$ cat config.mk
export PLATFORM = sky130hd
export DESIGN_NAME = frame_draw_scheduler_flat
export DESIGN_NICKNAME = d
export VERILOG_FILES = /design/src/rtl/frame_sched_pkg.sv /design/src/rtl/frame_draw_scheduler_if.sv /design/src/rtl/next_visible_slot.sv /design/src/rtl/frame_draw_scheduler.sv /design/src/flat_wrapper.sv
export SDC_FILE = /design/constraint.sdc
export NUM_CORES = 1
export LEC_CHECK = 0
export ABC_AREA = 1
export BUFFER_PORTS_ARGS = -buffer_cell sky130_fd_sc_hd__buf_4
export CORE_MARGIN = 2
export CORE_UTILIZATION = 45
export DETAILED_ROUTE_END_ITERATION = 10
export PLACE_DENSITY = 0.67
export SLEW_MARGIN = 20
export SYNTH_ARGS = -nofsm -noshare
export SYNTH_HDL_FRONTEND = slang
export SYNTH_SLANG_ARGS = --single-unit
export TNS_END_PERCENT = 30
$ cat constraint.sdc
create_clock -name clk -period 2.9 [get_ports clk]
set_input_delay 0.145 -clock clk [delete_from_list [all_inputs] [get_ports clk]]
set_output_delay 0.145 -clock clk [all_outputs]
set_load 0.1 [all_outputs]
$ cat src/rtl/frame_sched_pkg.sv
// rtl/frame_sched_pkg.sv - shared types and defaults for the frame draw scheduler
//   state_t      : 3-bit FSM state encoding
//   *_DEF        : default slot count, sprite size and index width
//   ERASE_COLOR  : colour forced downstream while erase is high
package frame_sched_pkg;

    localparam int NUM_ENEMY_DEF  = 10;
    localparam int SPRITE_PIX_DEF = 16;
    localparam int IDX_W_DEF      = 4;

    localparam logic [2:0] ERASE_COLOR = 3'b000;

    typedef enum logic [2:0] {
        S_IDLE        = 3'd0,
        S_LOAD        = 3'd1,
        S_ERASE_SELF  = 3'd2,
        S_ERASE_ENEMY = 3'd3,
        S_MOVE        = 3'd4,
        S_DRAW_SELF   = 3'd5,
        S_DRAW_ENEMY  = 3'd6,
        S_DONE        = 3'd7
    } state_t;

endpackage

$ cat src/rtl/frame_draw_scheduler_if.sv
// rtl/frame_draw_scheduler_if.sv - game-side inputs and plot-path outputs of the scheduler
//   inputs : start, frame_tick, vis[NUM_ENEMY]
//   outputs: load_coord, move_en, plot, erase, datapath_select, enemy_idx, pix_idx,
//            busy, frame_done, overrun_cnt (only with FRAME_SCHED_OVERRUN_CNT_EN)
//   master : the scheduler; slave : game FSM / datapath side
interface frame_draw_scheduler_if
    import frame_sched_pkg::*;
#(
    parameter int NUM_ENEMY = NUM_ENEMY_DEF,
    parameter int IDX_W     = IDX_W_DEF
);
    logic                 start;
    logic                 frame_tick;
    logic [NUM_ENEMY-1:0] vis;
    logic                 load_coord;
    logic                 move_en;
    logic                 plot;
    logic                 erase;
    logic                 datapath_select;
    logic [IDX_W-1:0]     enemy_idx;
    logic [IDX_W-1:0]     pix_idx;
    logic                 busy;
    logic                 frame_done;
`ifdef FRAME_SCHED_OVERRUN_CNT_EN
    logic [7:0]           overrun_cnt;
`endif

    modport master (
        input  start, frame_tick, vis,
        output load_coord, move_en, plot, erase, datapath_select,
               enemy_idx, pix_idx, busy, frame_done
`ifdef FRAME_SCHED_OVERRUN_CNT_EN
        , output overrun_cnt
`endif
    );

    modport slave (
        output start, frame_tick, vis,
        input  load_coord, move_en, plot, erase, datapath_select,
               enemy_idx, pix_idx, busy, frame_done
`ifdef FRAME_SCHED_OVERRUN_CNT_EN
        , input overrun_cnt
`endif
    );

endinterface

$ cat src/rtl/next_visible_slot.sv
// rtl/next_visible_slot.sv - combinational finder for the next set bit of a mask
//   mask      : visibility mask
//   from_idx  : search starts above this index (at it when inclusive=1)
//   inclusive : include from_idx itself in the search
//   next_idx  : lowest qualifying set bit (0 when none)
//   found     : a qualifying bit exists
module next_visible_slot #(
    parameter int NUM_ENEMY = 10,
    parameter int IDX_W     = 4
) (
    input  logic [NUM_ENEMY-1:0] mask,
    input  logic [IDX_W-1:0]     from_idx,
    input  logic                 inclusive,
    output logic [IDX_W-1:0]     next_idx,
    output logic                 found
);

    always_comb begin
        found    = 1'b0;
        next_idx = '0;
        // Scan downwards so the last hit written is the lowest qualifying slot.
        for (int i = NUM_ENEMY - 1; i >= 0; i--) begin
            if (mask[i] && ((i > int'(from_idx)) || (inclusive && (i == int'(from_idx))))) begin
                found    = 1'b1;
                next_idx = IDX_W'(i);
            end
        end
    end

endmodule

$ cat src/rtl/frame_draw_scheduler.sv
// rtl/frame_draw_scheduler.sv - per-frame erase/redraw sequencer for the shared VGA plot path
//   clk, reset_n : clock, asynchronous active-low reset
//   bus          : frame_draw_scheduler_if.master (start/frame_tick/vis in, plot path out)
//   Optional FRAME_SCHED_OVERRUN_CNT_EN adds a saturating dropped-tick counter.
module frame_draw_scheduler
    import frame_sched_pkg::*;
#(
    parameter int NUM_ENEMY  = NUM_ENEMY_DEF,
    parameter int SPRITE_PIX = SPRITE_PIX_DEF,
    parameter int IDX_W      = IDX_W_DEF
) (
    input  logic                   clk,
    input  logic                   reset_n,
    frame_draw_scheduler_if.master bus
);

    localparam logic [IDX_W-1:0] PIX_LAST = IDX_W'(SPRITE_PIX - 1);

    state_t               state_q;
    logic [NUM_ENEMY-1:0] vis_q;
    logic                 pending_q;
    logic                 load_coord_q, move_en_q, plot_q, erase_q, dsel_q;
    logic                 busy_q, frame_done_q;
    logic [IDX_W-1:0]     enemy_idx_q, pix_idx_q;

    logic                 fnd_incl, fnd_found;
    logic [IDX_W-1:0]     fnd_from, fnd_idx;
    logic                 launch;

    // At the end of a self pass look for the first visible slot (from 0 inclusive);
    // during an enemy pass look strictly above the slot just drawn.
    assign fnd_incl = (state_q == S_ERASE_SELF) || (state_q == S_DRAW_SELF);
    assign fnd_from = fnd_incl ? '0 : enemy_idx_q;
    assign launch   = bus.start && (bus.frame_tick || pending_q);

    next_visible_slot #(
        .NUM_ENEMY (NUM_ENEMY),
        .IDX_W     (IDX_W)
    ) u_next_visible_slot (
        .mask      (vis_q),
        .from_idx  (fnd_from),
        .inclusive (fnd_incl),
        .next_idx  (fnd_idx),
        .found     (fnd_found)
    );

    always_ff @(posedge clk or negedge reset_n) begin
        if (!reset_n) begin
            state_q      <= S_IDLE;
            vis_q        <= '0;
            pending_q    <= 1'b0;
            load_coord_q <= 1'b0;
            move_en_q    <= 1'b0;
            plot_q       <= 1'b0;
            erase_q      <= 1'b0;
            dsel_q       <= 1'b0;
            busy_q       <= 1'b0;
            frame_done_q <= 1'b0;
            enemy_idx_q  <= '0;
            pix_idx_q    <= '0;
        end else begin
            load_coord_q <= 1'b0;
            move_en_q    <= 1'b0;
            frame_done_q <= 1'b0;

            // Hold at most one tick that arrives mid-frame; start low discards it.
            if (!bus.start) begin
                pending_q <= 1'b0;
            end else if ((state_q != S_IDLE) && bus.frame_tick) begin
                pending_q <= 1'b1;
            end

            case (state_q)
                S_IDLE: begin
                    if (launch) begin
                        state_q      <= S_LOAD;
                        load_coord_q <= 1'b1;
                        busy_q       <= 1'b1;
                        pending_q    <= 1'b0;
                    end
                end
                S_LOAD, S_MOVE: begin
                    vis_q     <= bus.vis;
                    state_q   <= (state_q == S_LOAD) ? S_ERASE_SELF : S_DRAW_SELF;
                    plot_q    <= 1'b1;
                    erase_q   <= (state_q == S_LOAD);
                    dsel_q    <= 1'b1;
                    pix_idx_q <= '0;
                end
                S_ERASE_SELF, S_ERASE_ENEMY, S_DRAW_SELF, S_DRAW_ENEMY: begin
                    if (pix_idx_q != PIX_LAST) begin
                        pix_idx_q <= pix_idx_q + IDX_W'(1);
                    end else begin
                        pix_idx_q <= '0;
                        dsel_q    <= 1'b0;
                        if (fnd_found) begin
                            state_q     <= erase_q ? S_ERASE_ENEMY : S_DRAW_ENEMY;
                            enemy_idx_q <= fnd_idx;
                        end else begin
                            plot_q      <= 1'b0;
                            erase_q     <= 1'b0;
                            enemy_idx_q <= '0;
                            if (erase_q) begin
                                state_q   <= S_MOVE;
                                move_en_q <= 1'b1;
                            end else begin
                                state_q      <= S_DONE;
                                frame_done_q <= 1'b1;
                            end
                        end
                    end
                end
                S_DONE: begin
                    // A held tick restarts immediately, with no IDLE cycle in between.
                    if (launch) begin
                        state_q      <= S_LOAD;
                        load_coord_q <= 1'b1;
                        pending_q    <= 1'b0;
                    end else begin
                        state_q <= S_IDLE;
                        busy_q  <= 1'b0;
                    end
                end
                default: state_q <= S_IDLE;
            endcase
        end
    end

`ifdef FRAME_SCHED_OVERRUN_CNT_EN
    logic [7:0] overrun_q;

    always_ff @(posedge clk or negedge reset_n) begin
        if (!reset_n) begin
            overrun_q <= '0;
        end else if (!bus.start) begin
            overrun_q <= '0;
        end else if ((state_q != S_IDLE) && bus.frame_tick && pending_q && (overrun_q != 8'hFF)) begin
            overrun_q <= overrun_q + 8'd1;
        end
    end

    assign bus.overrun_cnt = overrun_q;
`endif

    assign bus.load_coord      = load_coord_q;
    assign bus.move_en         = move_en_q;
    assign bus.plot            = plot_q;
    assign bus.erase           = erase_q;
    assign bus.datapath_select = dsel_q;
    assign bus.enemy_idx       = enemy_idx_q;
    assign bus.pix_idx         = pix_idx_q;
    assign bus.busy            = busy_q;
    assign bus.frame_done      = frame_done_q;

endmodule

$ cat src/flat_wrapper.sv
// flat-port wrapper written by rule: the top's interface ports become plain ports
module frame_draw_scheduler_flat import frame_sched_pkg::*;
#(
    parameter int NUM_ENEMY  = NUM_ENEMY_DEF,
    parameter int SPRITE_PIX = SPRITE_PIX_DEF,
    parameter int IDX_W      = IDX_W_DEF
)
  (clk, reset_n, bus_start, bus_frame_tick, bus_vis, bus_load_coord, bus_move_en, bus_plot, bus_erase, bus_datapath_select, bus_enemy_idx, bus_pix_idx, bus_busy, bus_frame_done);
  frame_draw_scheduler_if #(.NUM_ENEMY(NUM_ENEMY), .IDX_W(IDX_W)) bus_i ();
  input  logic clk;
  input  logic reset_n;
  input wire logic [$bits(bus_i.start)-1:0] bus_start;
  input wire logic [$bits(bus_i.frame_tick)-1:0] bus_frame_tick;
  input wire logic [$bits(bus_i.vis)-1:0] bus_vis;
  output wire logic [$bits(bus_i.load_coord)-1:0] bus_load_coord;
  output wire logic [$bits(bus_i.move_en)-1:0] bus_move_en;
  output wire logic [$bits(bus_i.plot)-1:0] bus_plot;
  output wire logic [$bits(bus_i.erase)-1:0] bus_erase;
  output wire logic [$bits(bus_i.datapath_select)-1:0] bus_datapath_select;
  output wire logic [$bits(bus_i.enemy_idx)-1:0] bus_enemy_idx;
  output wire logic [$bits(bus_i.pix_idx)-1:0] bus_pix_idx;
  output wire logic [$bits(bus_i.busy)-1:0] bus_busy;
  output wire logic [$bits(bus_i.frame_done)-1:0] bus_frame_done;
  assign bus_i.start = bus_start;
  assign bus_i.frame_tick = bus_frame_tick;
  assign bus_i.vis = bus_vis;
  assign bus_load_coord = bus_i.load_coord;
  assign bus_move_en = bus_i.move_en;
  assign bus_plot = bus_i.plot;
  assign bus_erase = bus_i.erase;
  assign bus_datapath_select = bus_i.datapath_select;
  assign bus_enemy_idx = bus_i.enemy_idx;
  assign bus_pix_idx = bus_i.pix_idx;
  assign bus_busy = bus_i.busy;
  assign bus_frame_done = bus_i.frame_done;
  frame_draw_scheduler #(.NUM_ENEMY(NUM_ENEMY), .SPRITE_PIX(SPRITE_PIX), .IDX_W(IDX_W)) u_core (.clk(clk), .reset_n(reset_n), .bus(bus_i));
endmodule
==> run_results.csv <==
group,metric,value,unit
outcome,status,"complete, no violations",
die,core,3103,µm²
worst_setup_path,worstPathRequired,3.10,ns
route,vias,1318,
synth,synth_flop_cell,"dfrtp_1",
clocking,cts_buffers,5,
route,drt_iter0_drc,65,
min_path,worstHoldEndpoint,"u_core.vis_q[2]",
timing,clock.fmax,0.4167,GHz
synth,synth_common_cells,"nand2_1, dfrtp_1, inv_1, nand3_1, nor2_1",
clocking,h-tree-depth,2,
clocking,clockRootBuffer,"clkbuf_4",
timing,finalSetupViolCount,0,
global_route,grt.overflow.total,0,
placed_design,place_inst,252,
route,finalWirelength,3195,µm
die,io-pin-count,29,
synth,avgSynthCellArea,8.123,µm²
synth,synth_cell_type_count,32,
synth,syn_inst,183,
global_route,grt_pass1_vias,1210,
synth,yosysSeqAreaShare,48.82,%
worst_setup_path,worstSetupPathType,"reg -> reg",
job,cap_violations,0,
route,routedWlPerCell,12.24,µm
worst_setup_path,crit_path_start_kind,"flip-flop",
die,die_x,61.48,µm
route,drc,0,
timing,fin_tns_setup,0,ns
timing,grt_setup_unrepaired,"false",
worst_setup_path,timing.rr.start,"u_core.state_q[0]",
die,core.rowCount,20,
synth,synth_edf_count,0,
global_route,antenna_found_initial,0,
power_and_ir_drop,pwr_density_cell,368.3,nW/µm²
timing,tightest_slew,0.5126,ns
power_and_ir_drop,p_leak,0.9267,nW
synth,synth_area_leaders,"dfrtp_1, nand2_1, nand3_2, nand3_1, inv_1",
power_and_ir_drop,ir_drop,0.0002478,V
global_route,grt_pass1_wl,5423,µm
placed_design,port_buffers,28,
clocking,cts_tree,"done",
worst_setup_path,crit_fanout,8,
placed_design,globalplace.congestion,0.9202,
finish,finalNonFillerCells,261,
die,die_area,3779,µm²
finish,drive_gt1_share,25.81,%
synth,syn_nets,199,
clocking,clockBufferDepth,2,
synth,synth_top_area_share,48.82,%
min_path,hold_class,"in -> reg",
clocking,clkTransAtPathRegs,0.10,ns
timing,period_needed,2.400,ns
synth,ys_warn_count,0,
clocking,clock_latency,0.32,ns
global_route,grt_max_degree,30,
finish,areaGrowthSynthToFinish,20.96,%
timing,hold_viol,0,
timing,slew_headroom,65.47,%
worst_setup_path,cp-startpoint,"u_core.state_q[0]",
route,drtAntennaViolNets,0,
clocking,cts.repair.resized,0,
timing,skew,0.01204,ns
timing,slew_viol_final,0,
synth,yosysTopAreaCell,"dfrtp_1",
synth,synth-seq-cells,29,
die,start_util,47.90,%
timing,finalCritPeriodShare,82.76,%
min_path,hold_start,"bus_vis[2]",
worst_setup_path,cp.arrival,2.60,ns
die,fp.dieH,61.48,µm
finish,diodes,0,
placed_design,dp_hpwl,2421,µm
worst_setup_path,r2r-end,"u_core.state_q[0]",
worst_setup_path,crit_path_end_kind,"flip-flop",
worst_setup_path,ff2ff_path_depth,13,
synth,synthArstFlopShare,100.0,%
min_path,hold_depth,3,
worst_setup_path,r2r_setup_slack,0.50,ns
synth,yosys.cell_count.top_type,"nand2_1",
clocking,clock-sinks,29,
synth,syn_area,1486,µm²
route,vias_per_cell,5.050,
clocking,cts_setup_buffers,0,
route,dr.pass1.iters,5,
finish,nFillCells,311,
finish,nets,232,
global_route,grt_usage,20.08,%
==> metrics by stage <==
step	total power [mW]	instance area [µm²]	hold slack (ns)	setup WS (ns)	util (%)
2_1_floorplan	0.4152	1486	-0.1506	0.4372	-
3_3_place_gp	0.4363	1737	0.08556	0.7655	55.97
3_5_place_dp	0.4369	1737	0.08750	0.6294	55.97
4_1_cts	0.6702	1798	0.005639	0.5588	57.94
5_1_grt	0.7010	1798	0.005367	0.2481	57.94
6_report	0.6621	1798	0.01464	0.5000	57.94
==> how the worst max path moves through the flow <==
stage	slack (ns)	endpoint
4_1_cts	0.56	u_core.state_q[0]
5_1_grt	0.25	u_core.state_q[0]
2_1_floorplan	0.44	u_core.state_q[0]
6_report	0.50	u_core.state_q[0]
3_5_place_dp	0.63	u_core.state_q[0]
3_3_place_gp	0.77	u_core.state_q[0]
==> layout make-up <==
class	count	area, µm²	share of cell area, %
clock buffers	6	41.29	2.296
repair buffers	29	220.2	12.25
clock inverters	2	10.01	0.5567
well taps	44	55.05	3.062
flip-flops and latches	29	725.7	40.36
multi-input cells	134	681.9	37.93
inverters	17	63.81	3.549
==> where the power goes <==
part	switching [mW]	internal, mW	total, mW
clock network	0.141	0.0922	0.233
logic	0.0116	0.0124	0.0240
registers	0.000159	0.405	0.405
total	0.153	0.509	0.662
==> registers in the layout, summed over array words and instances (netlist names), 3 cells and up <==
| register | cells |
|---|---|
| u_core.bus.enemy_idx | 4 |
| u_core.bus.pix_idx | 4 |
| u_core.state_q | 3 |
| u_core.vis_q | 10 |
==> cells in the final DEF (no fill, tap or decap), drive strengths merged, types with 2 or more instances in the layout <==
cell type	instances
ha	2
dfrtp	29
clkinv	3
nand4	3
inv	16
nor2	11
clkbuf	6
nand3	14
o22ai	3
nand2	76
buf	28
a31oi	3
o21ai	11
o211ai	2
nor3	2
==> worst max-delay path, cell delays in order (launching register included) <==
cell and delay [ns]:
dfrtp_1 0.50, clkinv_1 0.19, nand3_2 0.13, nand2_2 0.09
inv_2 0.09, o21ai_2 0.09, nand3_2 0.13, nand2_2 0.08
nor3_4 0.22, nand2_1 0.10, ha_1 0.28, o22ai_1 0.08
o21ai_1 0.16, o21ai_0 0.14
==> per-layer routing <==
metal	routed length, µm	GRT usage (%)	part of all wire (%)	vias to the layer above
met3	231	4.622	7.2	8
met1	1518	27.36	48	582
li1	-	-	-	666
met5	0	0	0	-
met4	68	12.16	2.1	0
met2	1376	29.03	43	62
==> cell families after synthesis <==
logic type               after synthesis  share of synthesized area [%]
flip-flops                            29                          48.82
buffers and inverters                 20                          5.303
AND/OR/NAND/NOR                      109                          33.50
AO/OA/AOI/OAI                         22                          10.10
XOR/XNOR                               1                         0.5893
adder cells (fa/ha/maj)                2                          1.683
==> timing repair <==
action,4_1_cts,5_1_grt
hold buffers,1,0
setup endpoints to repair,0,0
hold endpoints to repair,29,0
No activity file was read; power rests on OpenSTA's default activity.
